## config.mk

```make
export PLATFORM = sky130hd
export DESIGN_NAME = alu_issue_sequencer_flat
export DESIGN_NICKNAME = d
export VERILOG_FILES = /design/src/rtl/alu_issue_if.sv /design/src/rtl/alu_issue_sequencer.sv /design/src/flat_wrapper.sv
export SDC_FILE = /design/constraint.sdc
export NUM_CORES = 1
export LEC_CHECK = 0
export CAP_MARGIN = 20
export CORE_MARGIN = 1.5
export CORE_UTILIZATION = 58
export CTS_CLUSTER_SIZE = 10
export DETAILED_ROUTE_END_ITERATION = 10
export PLACE_DENSITY = 0.85
export SETUP_SLACK_MARGIN = 0.05
export SLEW_MARGIN = 20
export SYNTH_ARGS = -nofsm -noshare
export SYNTH_HDL_FRONTEND = slang
export SYNTH_SLANG_ARGS = --single-unit
```

## constraint.sdc

```tcl
create_clock -name clk -period 6.4 [get_ports clk]
set_clock_uncertainty 0.2 [all_clocks]
set_input_delay 0.96 -clock clk [delete_from_list [all_inputs] [get_ports clk]]
set_output_delay 0.96 -clock clk [all_outputs]
set_load 0.005 [all_outputs]
```

## src/rtl/alu_issue_if.sv

```systemverilog
// Request, ALU operand/result and response signals shared by the issue sequencer
// and whatever drives it.
interface alu_issue_if #(
  parameter int DEPTH = 4
);
  localparam int CW = $clog2(DEPTH) + 1;

  logic          in_valid;
  logic          in_ready;
  logic [2:0]    in_opcode;
  logic [15:0]   in_a_half;
  logic [15:0]   in_b_half;
  logic [31:0]   in_a_single;
  logic [31:0]   in_b_single;

  logic [2:0]    alu_opcode;
  logic [15:0]   alu_a_half;
  logic [15:0]   alu_b_half;
  logic [31:0]   alu_a_single;
  logic [31:0]   alu_b_single;
  logic [15:0]   alu_result_half;
  logic [31:0]   alu_result_single;

  logic          out_valid;
  logic          out_ready;
  logic [2:0]    out_opcode;
  logic [15:0]   out_half;
  logic [31:0]   out_single;
  logic          out_divz;

  logic          busy;
  logic [CW-1:0] fifo_count;

  modport master (
    output in_valid, in_opcode, in_a_half, in_b_half, in_a_single, in_b_single,
    output alu_result_half, alu_result_single, out_ready,
    input  in_ready, alu_opcode, alu_a_half, alu_b_half, alu_a_single, alu_b_single,
    input  out_valid, out_opcode, out_half, out_single, out_divz, busy, fifo_count
  );

  modport slave (
    input  in_valid, in_opcode, in_a_half, in_b_half, in_a_single, in_b_single,
    input  alu_result_half, alu_result_single, out_ready,
    output in_ready, alu_opcode, alu_a_half, alu_b_half, alu_a_single, alu_b_single,
    output out_valid, out_opcode, out_half, out_single, out_divz, busy, fifo_count
  );
endinterface

```

## src/rtl/alu_issue_sequencer.sv

```systemverilog
// Issue stage for the mixed-precision ALU: FIFO-buffers requests, holds operands for
// ALU_LAT cycles, then captures results into a valid/ready output register.
//
// state | meaning
// IDLE  | nothing in flight, waiting for a queued request
// WAIT  | operands on the ALU ports, counting down ALU_LAT
// RESP  | result captured, waiting for the consumer
module alu_issue_sequencer #(
  parameter int DEPTH   = 4,
  parameter int ALU_LAT = 2
) (
  input  logic        clk,
  input  logic        rst,
  alu_issue_if.slave  bus
);
  localparam int AW = $clog2(DEPTH);
  localparam int CW = AW + 1;
  localparam int TW = (ALU_LAT > 1) ? $clog2(ALU_LAT) : 1;

  typedef enum logic [1:0] {IDLE, WAIT, RESP} state_t;

  typedef struct packed {
    logic [2:0]  opcode;
    logic [15:0] a_half;
    logic [15:0] b_half;
    logic [31:0] a_single;
    logic [31:0] b_single;
  } req_t;

  req_t          mem [DEPTH];
  req_t          head;
  logic [AW-1:0] wr_ptr;
  logic [AW-1:0] rd_ptr;
  logic [CW-1:0] count;
  state_t        state;
  logic [TW-1:0] cnt;
  logic          push;
  logic          pop;
  logic          handshake;
  logic          divz_now;

  assign bus.in_ready   = (count != CW'(DEPTH));
  assign push           = bus.in_valid && bus.in_ready;
  assign handshake      = bus.out_valid && bus.out_ready;
  assign pop            = (count != '0) && ((state == IDLE) || ((state == RESP) && handshake));
  assign head           = mem[rd_ptr];
  assign bus.busy       = (state != IDLE) || (count != '0);
  assign bus.fifo_count = count;
  assign divz_now       = (bus.alu_opcode == 3'b011) &&
                          ((bus.alu_b_half == '0) || (bus.alu_b_single == '0));

  always_ff @(posedge clk) begin
    if (push) begin
      mem[wr_ptr] <= '{opcode: bus.in_opcode, a_half: bus.in_a_half, b_half: bus.in_b_half,
                       a_single: bus.in_a_single, b_single: bus.in_b_single};
    end
  end

  // Pointers are AW bits wide, so wrap mod DEPTH comes for free.
  always_ff @(posedge clk) begin
    if (rst) begin
      wr_ptr <= '0;
      rd_ptr <= '0;
      count  <= '0;
    end else begin
      if (push) wr_ptr <= wr_ptr + 1'b1;
      if (pop)  rd_ptr <= rd_ptr + 1'b1;
      count <= count + CW'(push) - CW'(pop);
    end
  end

  always_ff @(posedge clk) begin
    if (rst) begin
      bus.alu_opcode   <= '0;
      bus.alu_a_half   <= '0;
      bus.alu_b_half   <= '0;
      bus.alu_a_single <= '0;
      bus.alu_b_single <= '0;
    end else if (pop) begin
      bus.alu_opcode   <= head.opcode;
      bus.alu_a_half   <= head.a_half;
      bus.alu_b_half   <= head.b_half;
      bus.alu_a_single <= head.a_single;
      bus.alu_b_single <= head.b_single;
    end
  end

  always_ff @(posedge clk) begin
    if (rst) begin
      state          <= IDLE;
      cnt            <= '0;
      bus.out_valid  <= 1'b0;
      bus.out_opcode <= '0;
      bus.out_half   <= '0;
      bus.out_single <= '0;
      bus.out_divz   <= 1'b0;
    end else begin
      case (state)
        IDLE: begin
          if (pop) begin
            cnt   <= TW'(ALU_LAT - 1);
            state <= WAIT;
          end
        end
        WAIT: begin
          if (cnt != '0) begin
            cnt <= cnt - 1'b1;
          end else begin
            bus.out_opcode <= bus.alu_opcode;
            bus.out_half   <= bus.alu_result_half;
            bus.out_single <= bus.alu_result_single;
            bus.out_divz   <= divz_now;
            bus.out_valid  <= 1'b1;
            state          <= RESP;
          end
        end
        RESP: begin
          if (handshake) begin
            bus.out_valid <= 1'b0;
            if (pop) begin
              cnt   <= TW'(ALU_LAT - 1);
              state <= WAIT;
            end else begin
              state <= IDLE;
            end
          end
        end
        default: state <= IDLE;
      endcase
    end
  end
endmodule

```

## src/flat_wrapper.sv

```systemverilog
// flat-port wrapper written by rule: the top's interface ports become plain ports
module alu_issue_sequencer_flat 
#(
  parameter int DEPTH   = 4,
  parameter int ALU_LAT = 2
)
  (clk, rst, bus_in_valid, bus_in_opcode, bus_in_a_half, bus_in_b_half, bus_in_a_single, bus_in_b_single, bus_alu_result_half, bus_alu_result_single, bus_out_ready, bus_in_ready, bus_alu_opcode, bus_alu_a_half, bus_alu_b_half, bus_alu_a_single, bus_alu_b_single, bus_out_valid, bus_out_opcode, bus_out_half, bus_out_single, bus_out_divz, bus_busy, bus_fifo_count);
  alu_issue_if #(.DEPTH(DEPTH)) bus_i ();
  input  logic clk;
  input  logic rst;
  input wire logic [$bits(bus_i.in_valid)-1:0] bus_in_valid;
  input wire logic [$bits(bus_i.in_opcode)-1:0] bus_in_opcode;
  input wire logic [$bits(bus_i.in_a_half)-1:0] bus_in_a_half;
  input wire logic [$bits(bus_i.in_b_half)-1:0] bus_in_b_half;
  input wire logic [$bits(bus_i.in_a_single)-1:0] bus_in_a_single;
  input wire logic [$bits(bus_i.in_b_single)-1:0] bus_in_b_single;
  input wire logic [$bits(bus_i.alu_result_half)-1:0] bus_alu_result_half;
  input wire logic [$bits(bus_i.alu_result_single)-1:0] bus_alu_result_single;
  input wire logic [$bits(bus_i.out_ready)-1:0] bus_out_ready;
  output wire logic [$bits(bus_i.in_ready)-1:0] bus_in_ready;
  output wire logic [$bits(bus_i.alu_opcode)-1:0] bus_alu_opcode;
  output wire logic [$bits(bus_i.alu_a_half)-1:0] bus_alu_a_half;
  output wire logic [$bits(bus_i.alu_b_half)-1:0] bus_alu_b_half;
  output wire logic [$bits(bus_i.alu_a_single)-1:0] bus_alu_a_single;
  output wire logic [$bits(bus_i.alu_b_single)-1:0] bus_alu_b_single;
  output wire logic [$bits(bus_i.out_valid)-1:0] bus_out_valid;
  output wire logic [$bits(bus_i.out_opcode)-1:0] bus_out_opcode;
  output wire logic [$bits(bus_i.out_half)-1:0] bus_out_half;
  output wire logic [$bits(bus_i.out_single)-1:0] bus_out_single;
  output wire logic [$bits(bus_i.out_divz)-1:0] bus_out_divz;
  output wire logic [$bits(bus_i.busy)-1:0] bus_busy;
  output wire logic [$bits(bus_i.fifo_count)-1:0] bus_fifo_count;
  assign bus_i.in_valid = bus_in_valid;
  assign bus_i.in_opcode = bus_in_opcode;
  assign bus_i.in_a_half = bus_in_a_half;
  assign bus_i.in_b_half = bus_in_b_half;
  assign bus_i.in_a_single = bus_in_a_single;
  assign bus_i.in_b_single = bus_in_b_single;
  assign bus_i.alu_result_half = bus_alu_result_half;
  assign bus_i.alu_result_single = bus_alu_result_single;
  assign bus_i.out_ready = bus_out_ready;
  assign bus_in_ready = bus_i.in_ready;
  assign bus_alu_opcode = bus_i.alu_opcode;
  assign bus_alu_a_half = bus_i.alu_a_half;
  assign bus_alu_b_half = bus_i.alu_b_half;
  assign bus_alu_a_single = bus_i.alu_a_single;
  assign bus_alu_b_single = bus_i.alu_b_single;
  assign bus_out_valid = bus_i.out_valid;
  assign bus_out_opcode = bus_i.out_opcode;
  assign bus_out_half = bus_i.out_half;
  assign bus_out_single = bus_i.out_single;
  assign bus_out_divz = bus_i.out_divz;
  assign bus_busy = bus_i.busy;
  assign bus_fifo_count = bus_i.fifo_count;
  alu_issue_sequencer #(.DEPTH(DEPTH), .ALU_LAT(ALU_LAT)) u_core (.clk(clk), .rst(rst), .bus(bus_i));
endmodule
```

==> reports/metrics.yaml, run 1 <==
core_area_sq_um: 35400
first_global_vias: 12300
max_freq_ghz: 0.249
antenna_found_initial: 9
io_pins: 308
yosys.area.top_type: "edfxtp_1"
clk_latency_ns: 0.57
finalSetupTns_ns: 0
drt_pass1_iterations: 5
critPathLaunchType: "primary input"
syn_nets: 1411
post_cts_resized: 0
drtIter0Drc: 773
fin_crit_sh_pct: 62.8
cts_setup_buffers: 0
async_reset_ff_share_pct: 0
dp_hpwl_microns: 27900
period_needed_ns: 4.02
slowest_delay_ns: 0.63
hold_buffers: 0
power_density_nw_per_um2: 462
cts_buffer_depth: 3
synth_area_sq_um: 20700
synth-edff-count: 396
slew_headroom_pct: 31.9
peakVddDrop_mv: 0.293
run_status: "completed"
die_h_microns: 192
ant_nets: 0
track_usage_pct: 26.0
row_count: 69
gp_congestion: 0.781
cp_max_fo: 53
hold_violations: 0
ys_top_cells_by_area: "edfxtp_1, dfxtp_1, mux4_2, nand2_1, a21oi_2"
io_buffers: 307
synth.distinct_cells: 34
synth.avg_cell_area_sq_um: 16.6
wire_per_inst_microns: 22.6
die_w_microns: 192
path_class: "in -> reg"
cts_tree: "yes"
worst_pin_slew_ns: 1.02
seq_area_frac_synth_pct: 72.9
clock_sinks: 558
cp_cell_sequence: "clkdlybuf4s50_1 > a21boi_1 > or3_4 > inv_6 > ha_1 > inv_1 > ha_1 > fa_1 > xnor2_1 > xnor2_1 > nor2_1"
yosys_register_bits: 558
post-route-drc-count: 0
synthToLayoutAreaGrowth_pct: 25.2
leakage_nw: 8.39
rsz0062_at_grt: "no"
ys_top_cells_by_count: "edfxtp_1, nand2_1, dfxtp_1, mux4_2, a21oi_2"
final_max_slew_viol_count: 0
netlist.area_leader.share_pct: 57.3
cts.clk_slew.worst_paths_ns: 0.05
maxCapViolations: 0
totalWireLength_microns: 47100
start_util_pct: 58.6
hold_class: "reg -> reg"
via_per_inst: 5.64
cts_max_level: 3
nets: 1726
grt_first_pass_wirelength_microns: 70500
crit_path_end_kind: "flip-flop"
setup_viol: 0
critPathSlowestCell: "or3_4"
final_util_pct: 73.4
via_count: 11700
grt_overflow: 0
ys.warnings.count: 0
grt_max_degree: 92
die_area_sq_um: 36900
cts_made_buffers: 66
synthCells: 1253
synth_ff_type: "edfxtp_1"
synth.most_common_cell: "edfxtp_1"
critPathArrivalTime_ns: 4.24
root_buffer: "clkbuf_16"
cp.required_ns: 6.61
drive_gt1_share_pct: 22.6
[logic make-up (layout without fill, tap and decap cells)]
logic type	count (synthesis)	after routing	share of synthesized area, %
and+or+nand+nor	342	342	7.57
other	0	5	0
muxes	100	100	10.8
buffers and inverters	82	445	2.47
xor gates and xnor gates	5	5	0.211
DFF	558	558	72.9
adders and majority gates	7	7	0.458
AOI/OAI and AO/OA	159	159	5.55
[flip-flops by register name, indices dropped and copies added (netlist names)]
name	count
u_core.bus.out_opcode	3
u_core.mem	396
u_core.state	2
u_core.bus.fifo_count	3
u_core.bus.out_single	32
u_core.bus.out_valid	1
u_core.wr_ptr	2
u_core.bus.alu_b_single	32
u_core.cnt	1
u_core.bus.out_half	16
u_core.bus.alu_a_half	16
u_core.bus.alu_opcode	3
u_core.rd_ptr	2
u_core.bus.alu_b_half	16
u_core.bus.out_divz	1
u_core.bus.alu_a_single	32
[critical path: cells and delay by family]
kind / cells / cell delay (ns)
adders and majority gates: 3 / 1.03
buffers and inverters: 3 / 0.87
and+or+nand+nor: 2 / 0.68
xor gates and xnor gates: 2 / 0.38
AOI/OAI and AO/OA: 1 / 0.26
[power breakdown]
part / leakage [nW] / switching (mW) / internal (mW)
Sequential: 4.95 / 0.500 / 4.58
Combinational: 2.53 / 1.87 / 1.70
Clock: 0.912 / 1.36 / 2.00
[layer usage]
metal / share of wire (%) / vias up / track usage, %
met2: 51 / 457 / 44.6
li1: - / 5314 / -
met5: 0.15 / - / 0
met4: 2.6 / 10 / 9.33
met3: 8.3 / 111 / 7.60
met1: 38 / 5850 / 31.3
[layout make-up]
type,instances,area (sq um)
Sequential cell,558,15100
Tap cell,461,577
Inverter,8,35.0
Clock inverter,4,28.8
Antenna cell,5,12.5
Multi-Input combinational cell,613,5110
Timing Repair Buffer,321,3180
Fill cell,2096,9420
Clock buffer,112,1890
[stage by stage]
step	setup WS (ns)	instances	hold slack (ns)	cell area, sq um	power [mW]
5_1_grt	2.24	2079	0.270	26000	12.6
3_5_place_dp	1.85	1961	0.246	24000	8.71
2_1_floorplan	2.04	1253	0.245	20700	7.36
3_3_place_gp	1.98	1961	0.241	24000	8.60
6_report	2.38	2082	0.252	26000	12.0
4_1_cts	2.38	2077	0.253	26000	12.1
[worst paths after layout]
kind	slack, ns	cells after the start	startpoint	end
max	2.38	11	bus_out_ready	u_core.bus.fifo_count[2]
min	0.25	2	u_core.bus.out_opcode[1]	u_core.bus.out_opcode[1]
max reg2reg	2.60	10	u_core.bus.fifo_count[1]	u_core.bus.fifo_count[2]
min reg2reg	0.25	2	u_core.bus.out_opcode[1]	u_core.bus.out_opcode[1]
[layout by cell type (no fill, tap or decap), drive strengths merged]
| cell | synthesis | layout |
|---|---|---|
| edfxtp | 396 | 396 |
| clkdlybuf4s50 | 0 | 306 |
| nand2 | 304 | 304 |
| dfxtp | 162 | 162 |
| a21oi | 153 | 153 |
| clkbuf | 27 | 113 |
| mux4 | 99 | 99 |
| buf | 47 | 14 |
| nor4 | 12 | 12 |
| inv | 7 | 10 |
| nor2 | 8 | 8 |
| ha | 6 | 6 |
| diode | 0 | 5 |
| xnor2 | 5 | 5 |
| and2 | 5 | 5 |
| nor2b | 3 | 3 |
| nand4 | 3 | 3 |
| a21boi | 2 | 2 |
| nand2b | 2 | 2 |
| a211oi | 2 | 2 |
| nor3 | 1 | 1 |
| or3 | 1 | 1 |
| or3b | 1 | 1 |
| mux2i | 1 | 1 |
| a2bb2oi | 1 | 1 |
| nor4b | 1 | 1 |
| nand4b | 1 | 1 |
| o211a | 1 | 1 |
| fa | 1 | 1 |
| clkinvlp | 0 | 1 |
| clkinv | 1 | 1 |
No activity file was read; power rests on OpenSTA's default activity.
==> run 2, diff against run 1 <==
--- a/config.mk
+++ b/config.mk
@@ -7,10 +7,10 @@
 export LEC_CHECK = 0
 export CAP_MARGIN = 20
 export CORE_MARGIN = 1.5
-export CORE_UTILIZATION = 58
+export CORE_UTILIZATION = 49
 export CTS_CLUSTER_SIZE = 10
 export DETAILED_ROUTE_END_ITERATION = 10
-export PLACE_DENSITY = 0.85
+export PLACE_DENSITY = 0.76
 export SETUP_SLACK_MARGIN = 0.05
 export SLEW_MARGIN = 20
 export SYNTH_ARGS = -nofsm -noshare
==> constraint.sdc (replaced) <==
create_clock -name clk -period 3.65 [get_ports clk]
set_clock_uncertainty 0.2 [all_clocks]
set_input_delay 0.5475 -clock clk [delete_from_list [all_inputs] [get_ports clk]]
set_output_delay 0.5475 -clock clk [all_outputs]
set_load 0.005 [all_outputs]
==> run 2 against run 1 <==
Effect of this change:
- worst hold slack barely moved
- power rose by 76%
- sequential cell count did not move
- die area is 18% higher
- critical endpoint is now u_core.bus.alu_b_half[13]
- sequential power up 73%
- largest cell class unchanged
- sequential share of layout area decreased by 0.77 points
- critical path depth is 5 lower
- first-iteration DRC count decreased by 5.7%
- combinational power grew 82%
==> reports/metrics.yaml, run 2 (synthesized netlist as in run 1, its figures left out) <==
peakVddDrop_mv: 0.735  # +150%
die_h_microns: 209  # +8.7%
period_needed_ns: 2.83
gp_congestion: 0.792  # +1.4%
via_per_inst: 5.38  # -4.5%
cts_max_level: 3  # unchanged
cts_buffer_depth: 3  # unchanged
start_util_pct: 49.6  # -9.0 points
maxCapViolations: 0  # unchanged
cts_setup_buffers: 0  # unchanged
worst_pin_slew_ns: 0.989  # -0.0320 ns
clock_sinks: 558  # unchanged
power_density_nw_per_um2: 801  # +73%
via_count: 11700  # -0.60%
largest_reg_flops: 396  # unchanged
cp_cell_sequence: "nor3_1 > or3_4 > buf_4 > buf_4 > nand2_1 > a21oi_2"
final_common_cell: "edfxtp_1"
hold-worst-slack_ns: 0.252  # -0.000135 ns
drt_pass1_iterations: 5  # unchanged
rsz0062_at_grt: "no"
setup_viol: 0  # unchanged
cpMostUsedCell: "buf_4"
fin_ws_ns: 0.815  # -1.56 ns
top_register: "u_core.mem"
grt_overflow: 0  # unchanged
hold_class: "reg -> reg"
run_status: "completed"
cts_tree: "yes"
final_util_pct: 62.9  # -10 points
fin_crit_sh_pct: 77.7
critPathArrivalTime_ns: 3.11  # -1.13 ns
nFillCells: 3069  # +46%
final_max_slew_viol_count: 0  # unchanged
clk_latency_ns: 0.56  # about the same
drtIter0Drc: 729  # -5.7%
hold_buffers: 0  # unchanged
synthToLayoutAreaGrowth_pct: 26.9
post_cts_resized: 0  # unchanged
root_buffer: "clkbuf_16"
leakage_nw: 8.50  # +1.3%
cts_made_buffers: 66  # unchanged
nets: 1738  # +0.70%
cp.required_ns: 3.93  # -2.68 ns
antenna_found_initial: 8  # -1
max_freq_ghz: 0.353
finalSetupTns_ns: 0  # unchanged
post-place-ws_ns: 0.278  # -1.58 ns
die_area_sq_um: 43600  # +18%
totalWireLength_microns: 46500  # -1.4%
drive_gt1_share_pct: 23.3  # +0.61 points
path_class: "reg -> reg"
post-route-drc-count: 0  # unchanged
grt_first_pass_wirelength_microns: 71100  # +0.88%
io_pins: 308  # unchanged
die_w_microns: 209  # +8.7%
track_usage_pct: 21.6  # -4.4 points
cp_max_fo: 52  # -1.9%
slew_headroom_pct: 34.0  # +2.1 points
cts.clk_slew.worst_paths_ns: 0.06  # about the same
wire_per_inst_microns: 21.4  # -5.3%
critPathSlowestCell: "buf_4"
row_count: 75  # +8.7%
io_buffers: 307  # unchanged
hold_violations: 0  # unchanged
ant_nets: 0  # unchanged
slowest_delay_ns: 0.66  # +0.03 ns
core_area_sq_um: 41900  # +18%
critPathLaunchType: "flip-flop"
final_cell_mix: "edfxtp_1, clkdlybuf4s50_1, nand2_1"
crit_path_end_kind: "flip-flop"
grt_max_degree: 101  # +9.8%
first_global_vias: 12200  # -0.78%
dp_hpwl_microns: 28000  # +0.32%
run 2: path summary, 6_finish.rpt:
| path | to | depth (start not counted) | slack [ns] | start |
|---|---|---|---|---|
| setup / recovery | u_core.bus.alu_b_half[13] | 6 | 0.82 | u_core.bus.fifo_count[1] |
| hold / removal | u_core.bus.out_single[27] | 2 | 0.25 | u_core.bus.out_single[27] |
| setup reg to reg | u_core.bus.alu_b_half[13] | 6 | 0.82 | u_core.bus.fifo_count[1] |
| hold reg to reg | u_core.bus.out_single[27] | 2 | 0.25 | u_core.bus.out_single[27] |
run 2: report_power, final:
group	internal, mW	total (mW)	leakage, nW	switching [mW]
clock	3.47	5.82	0.907	2.35
combinational	3.12	6.49	2.64	3.37
sequential	8.02	8.79	4.95	0.766
total	14.6	21.1	8.50	6.48
run 2: per-layer routing:
layer  GRT usage (%)  vias up  part of all wire [%]
met3            5.29       90                   6.8
met1            26.9     5844                    41
met5               0        -                  0.12
met4            8.55        8                   3.0
met2            36.4      398                    50
li1                -     5331                     -
run 2: per-stage QoR:
step           power, mW  std cells  cell area, sq um
6_report            21.1       2168             26300
5_1_grt             22.2       2167             26300
3_5_place_dp        15.5       2051             24400
4_1_cts             21.4       2164             26300
3_3_place_gp        15.3       2051             24400
2_1_floorplan       12.9       1253             20800
run 2: cell type report:
cell class | instances | area (sq um) | share of cell area (%)
antenna | 4 | 10.0 | 0.0380
clock buffer | 110 | 1870 | 7.10
clock inverter | 3 | 26.3 | 0.0998
inverter | 8 | 35.0 | 0.133
multi-input combinational | 613 | 5110 | 19.4
sequential | 558 | 15100 | 57.5
tap | 539 | 674 | 2.56
timing repair buffer | 333 | 3460 | 13.1
run 2: critical path: cells and delay by family (launching register included):
kind | cells | cell delay [ns]
AND/OR/NAND/NOR | 3 | 0.76
flip-flops | 1 | 0.36
AO/OA/AOI/OAI | 1 | 0.18
buffers and inverters | 2 | 1.22
==> run 3, diff against run 2 <==
==> constraint.sdc (replaced) <==
create_clock -name clk -period 2.3 [get_ports clk]
set_clock_uncertainty 0.2 [all_clocks]
set_input_delay 0.345 -clock clk [delete_from_list [all_inputs] [get_ports clk]]
set_output_delay 0.345 -clock clk [all_outputs]
set_load 0.005 [all_outputs]
==> run 3 against run 2 <==
Effect of this change:
- register-to-register slack lost 0.74 ns
- sequential cell count is the same
- highest routed layer unchanged
- first-iteration DRC count fell by 13%
- design area grew 1.1%
- count of clock-buffer cells in the layout up 4
- largest cell class unchanged
- power rose by 61%
- sequential power increased by 57%
- die area is the same
- via count is 0.66% higher
- critical path depth up 4
- global-route usage fell by 0.36 points
==> reports/metrics.yaml, run 3 (synthesized netlist as in run 1, its figures left out) <==
leakage_nw: 8.62  # +1.4%
track_usage_pct: 21.2  # -0.36 points
setup_viol: 0  # unchanged
via_per_inst: 5.37  # -0.17%
clock_sinks: 558  # unchanged
grt_first_pass_wirelength_microns: 69800  # -1.9%
cts_tree: "yes"
die_area_sq_um: 43600  # unchanged
period_needed_ns: 2.23  # -0.607 ns
first_global_vias: 12100  # -0.39%
hold_violations: 0  # unchanged
die_h_microns: 209  # unchanged
wire_per_inst_microns: 21.0  # -1.9%
die_w_microns: 209  # unchanged
cpMostUsedCell: "ha_4"
cts_max_level: 3  # unchanged
drt_pass1_iterations: 5  # unchanged
post-place-ws_ns: -0.372  # -0.650 ns
grt_overflow: 0  # unchanged
largest_reg_flops: 396  # unchanged
final_max_slew_viol_count: 0  # unchanged
rsz0062_at_grt: "yes"
totalWireLength_microns: 46000  # -1.0%
synthToLayoutAreaGrowth_pct: 28.3
fin_cells: 2186  # +0.83%
hold_class: "in -> reg"
fin_ws_ns: 0.0726  # -0.743 ns
cts.clk_slew.worst_paths_ns: 0.05  # about the same
gp_congestion: 0.801  # +1.2%
drive_gt1_share_pct: 24.6  # +1.3 points
critPathSlowestCell: "dfxtp_4"
final_util_pct: 63.6  # +0.69 points
cp_max_fo: 3  # -94%
cp.required_ns: 2.53  # -1.40 ns
dp_cells: 2064  # +0.63%
run_status: "completed"
max_freq_ghz: 0.449  # +27%
dp_hpwl_microns: 28100  # +0.42%
post-route-drc-count: 0  # unchanged
start_util_pct: 49.6  # unchanged
final_cell_mix: "edfxtp_1, clkdlybuf4s50_1, nand2_1"
maxCapViolations: 0  # unchanged
io_pins: 308  # unchanged
slew_headroom_pct: 59.8  # +26 points
critPathLaunchType: "flip-flop"
final_common_cell: "edfxtp_1"
cts_setup_buffers: 0  # unchanged
cts_made_buffers: 66  # unchanged
crit_path_end_kind: "flip-flop"
cts_buffer_depth: 3  # unchanged
nets: 1751  # +0.75%
top_register: "u_core.mem"
io_buffers: 307  # unchanged
critPathArrivalTime_ns: 2.46  # -0.65 ns
grt_max_degree: 78  # -23%
path_class: "reg -> reg"
drtIter0Drc: 637  # -13%
via_count: 11700  # +0.66%
row_count: 75  # unchanged
slowest_delay_ns: 0.35  # -0.31 ns
peakVddDrop_mv: 1.23  # +67%
clk_latency_ns: 0.57  # about the same
cp_cell_sequence: "nor3_4 > or3_4 > clkinv_4 > ha_4 > inv_2 > ha_4 > fa_2 > xnor2_2 > xnor2_1 > nor2_1"
hold-worst-slack_ns: 0.0477  # -0.204 ns
ant_nets: 0  # unchanged
power_density_nw_per_um2: 1270  # +59%
fin_crit_sh_pct: 96.8  # +19 points
worst_pin_slew_ns: 0.604  # -0.386 ns
antenna_found_initial: 9  # +1
core_area_sq_um: 41900  # unchanged
root_buffer: "clkbuf_16"
==> run 3: changes by cell type in the layout (fill, tap and decap cells not counted), sizes merged <==
cell           previous run  this run
buf                      26        39
clkbuf                  111       115
clkinv                    0         2
inv                      11         9
clkdlybuf4s50           306       305
diode                     4         5
dlymetal6s2s              0         1
==> run 3: area by class of cell <==
| class | instances | area [sq um] |
|---|---|---|
| Fill cell | 2989 | 15200 |
| Sequential cell | 558 | 15200 |
| Tap cell | 539 | 674 |
| Timing Repair Buffer | 346 | 3650 |
| Clock inverter | 3 | 26.3 |
| Inverter | 8 | 35.0 |
| Clock buffer | 114 | 1910 |
| Antenna cell | 5 | 12.5 |
| Multi-Input combinational cell | 613 | 5160 |
==> run 3: layer usage <==
layer,part of all wire (%),track usage [%],up-vias
met5,0.10,0,-
met4,2.8,8.45,8
met3,7.5,6.13,94
met2,50,35.1,389
met1,40,26.4,5894
li1,-,-,5363
==> run 3: report_power, final <==
part / internal, mW / switching (mW)
registers: 12.7 / 1.03
clock network: 5.60 / 3.78
logic: 5.21 / 5.56
total: 23.5 / 10.4
==> run 3: per-stage QoR <==
| stage | TNS, ns | total power [mW] | cell area (sq um) |
|---|---|---|---|
| 5_1_grt | -0.0169 | 35.6 | 26600 |
| 3_5_place_dp | -22.66 | 24.9 | 24700 |
| 6_report | 0 | 33.9 | 26600 |
| 2_1_floorplan | -4.59 | 20.6 | 20800 |
| 3_3_place_gp | -20.39 | 24.6 | 24700 |
| 4_1_cts | 0 | 34.4 | 26600 |
==> run 3: path summary, 6_finish.rpt <==
| path | from | endpoint | slack [ns] | depth (start not counted) |
|---|---|---|---|---|
| worst max register to register | u_core.bus.fifo_count[2] | u_core.bus.fifo_count[2] | 0.07 | 10 |
| worst min-delay path | rst | u_core.bus.alu_a_single[27] | 0.05 | 2 |
| worst min register to register | u_core.bus.out_single[6] | u_core.bus.out_single[6] | 0.25 | 2 |
| worst max-delay path | u_core.bus.fifo_count[2] | u_core.bus.fifo_count[2] | 0.07 | 10 |
==> run 3: worst max-delay path, delay by kind of cell (launching register included) <==
family / cells / cell delay (ns)
flops: 1 / 0.35
buf+inv: 2 / 0.09
simple gates: 3 / 0.45
fa+ha+maj: 3 / 0.73
xor+xnor: 2 / 0.29
==> run 3: timing repair <==
item | 4_1_cts | 5_1_grt
pin swaps | 3 | 1
setup endpoints to repair | 1 | 2
hold buffers | 0 | 0
gates resized for setup | 1 | 3
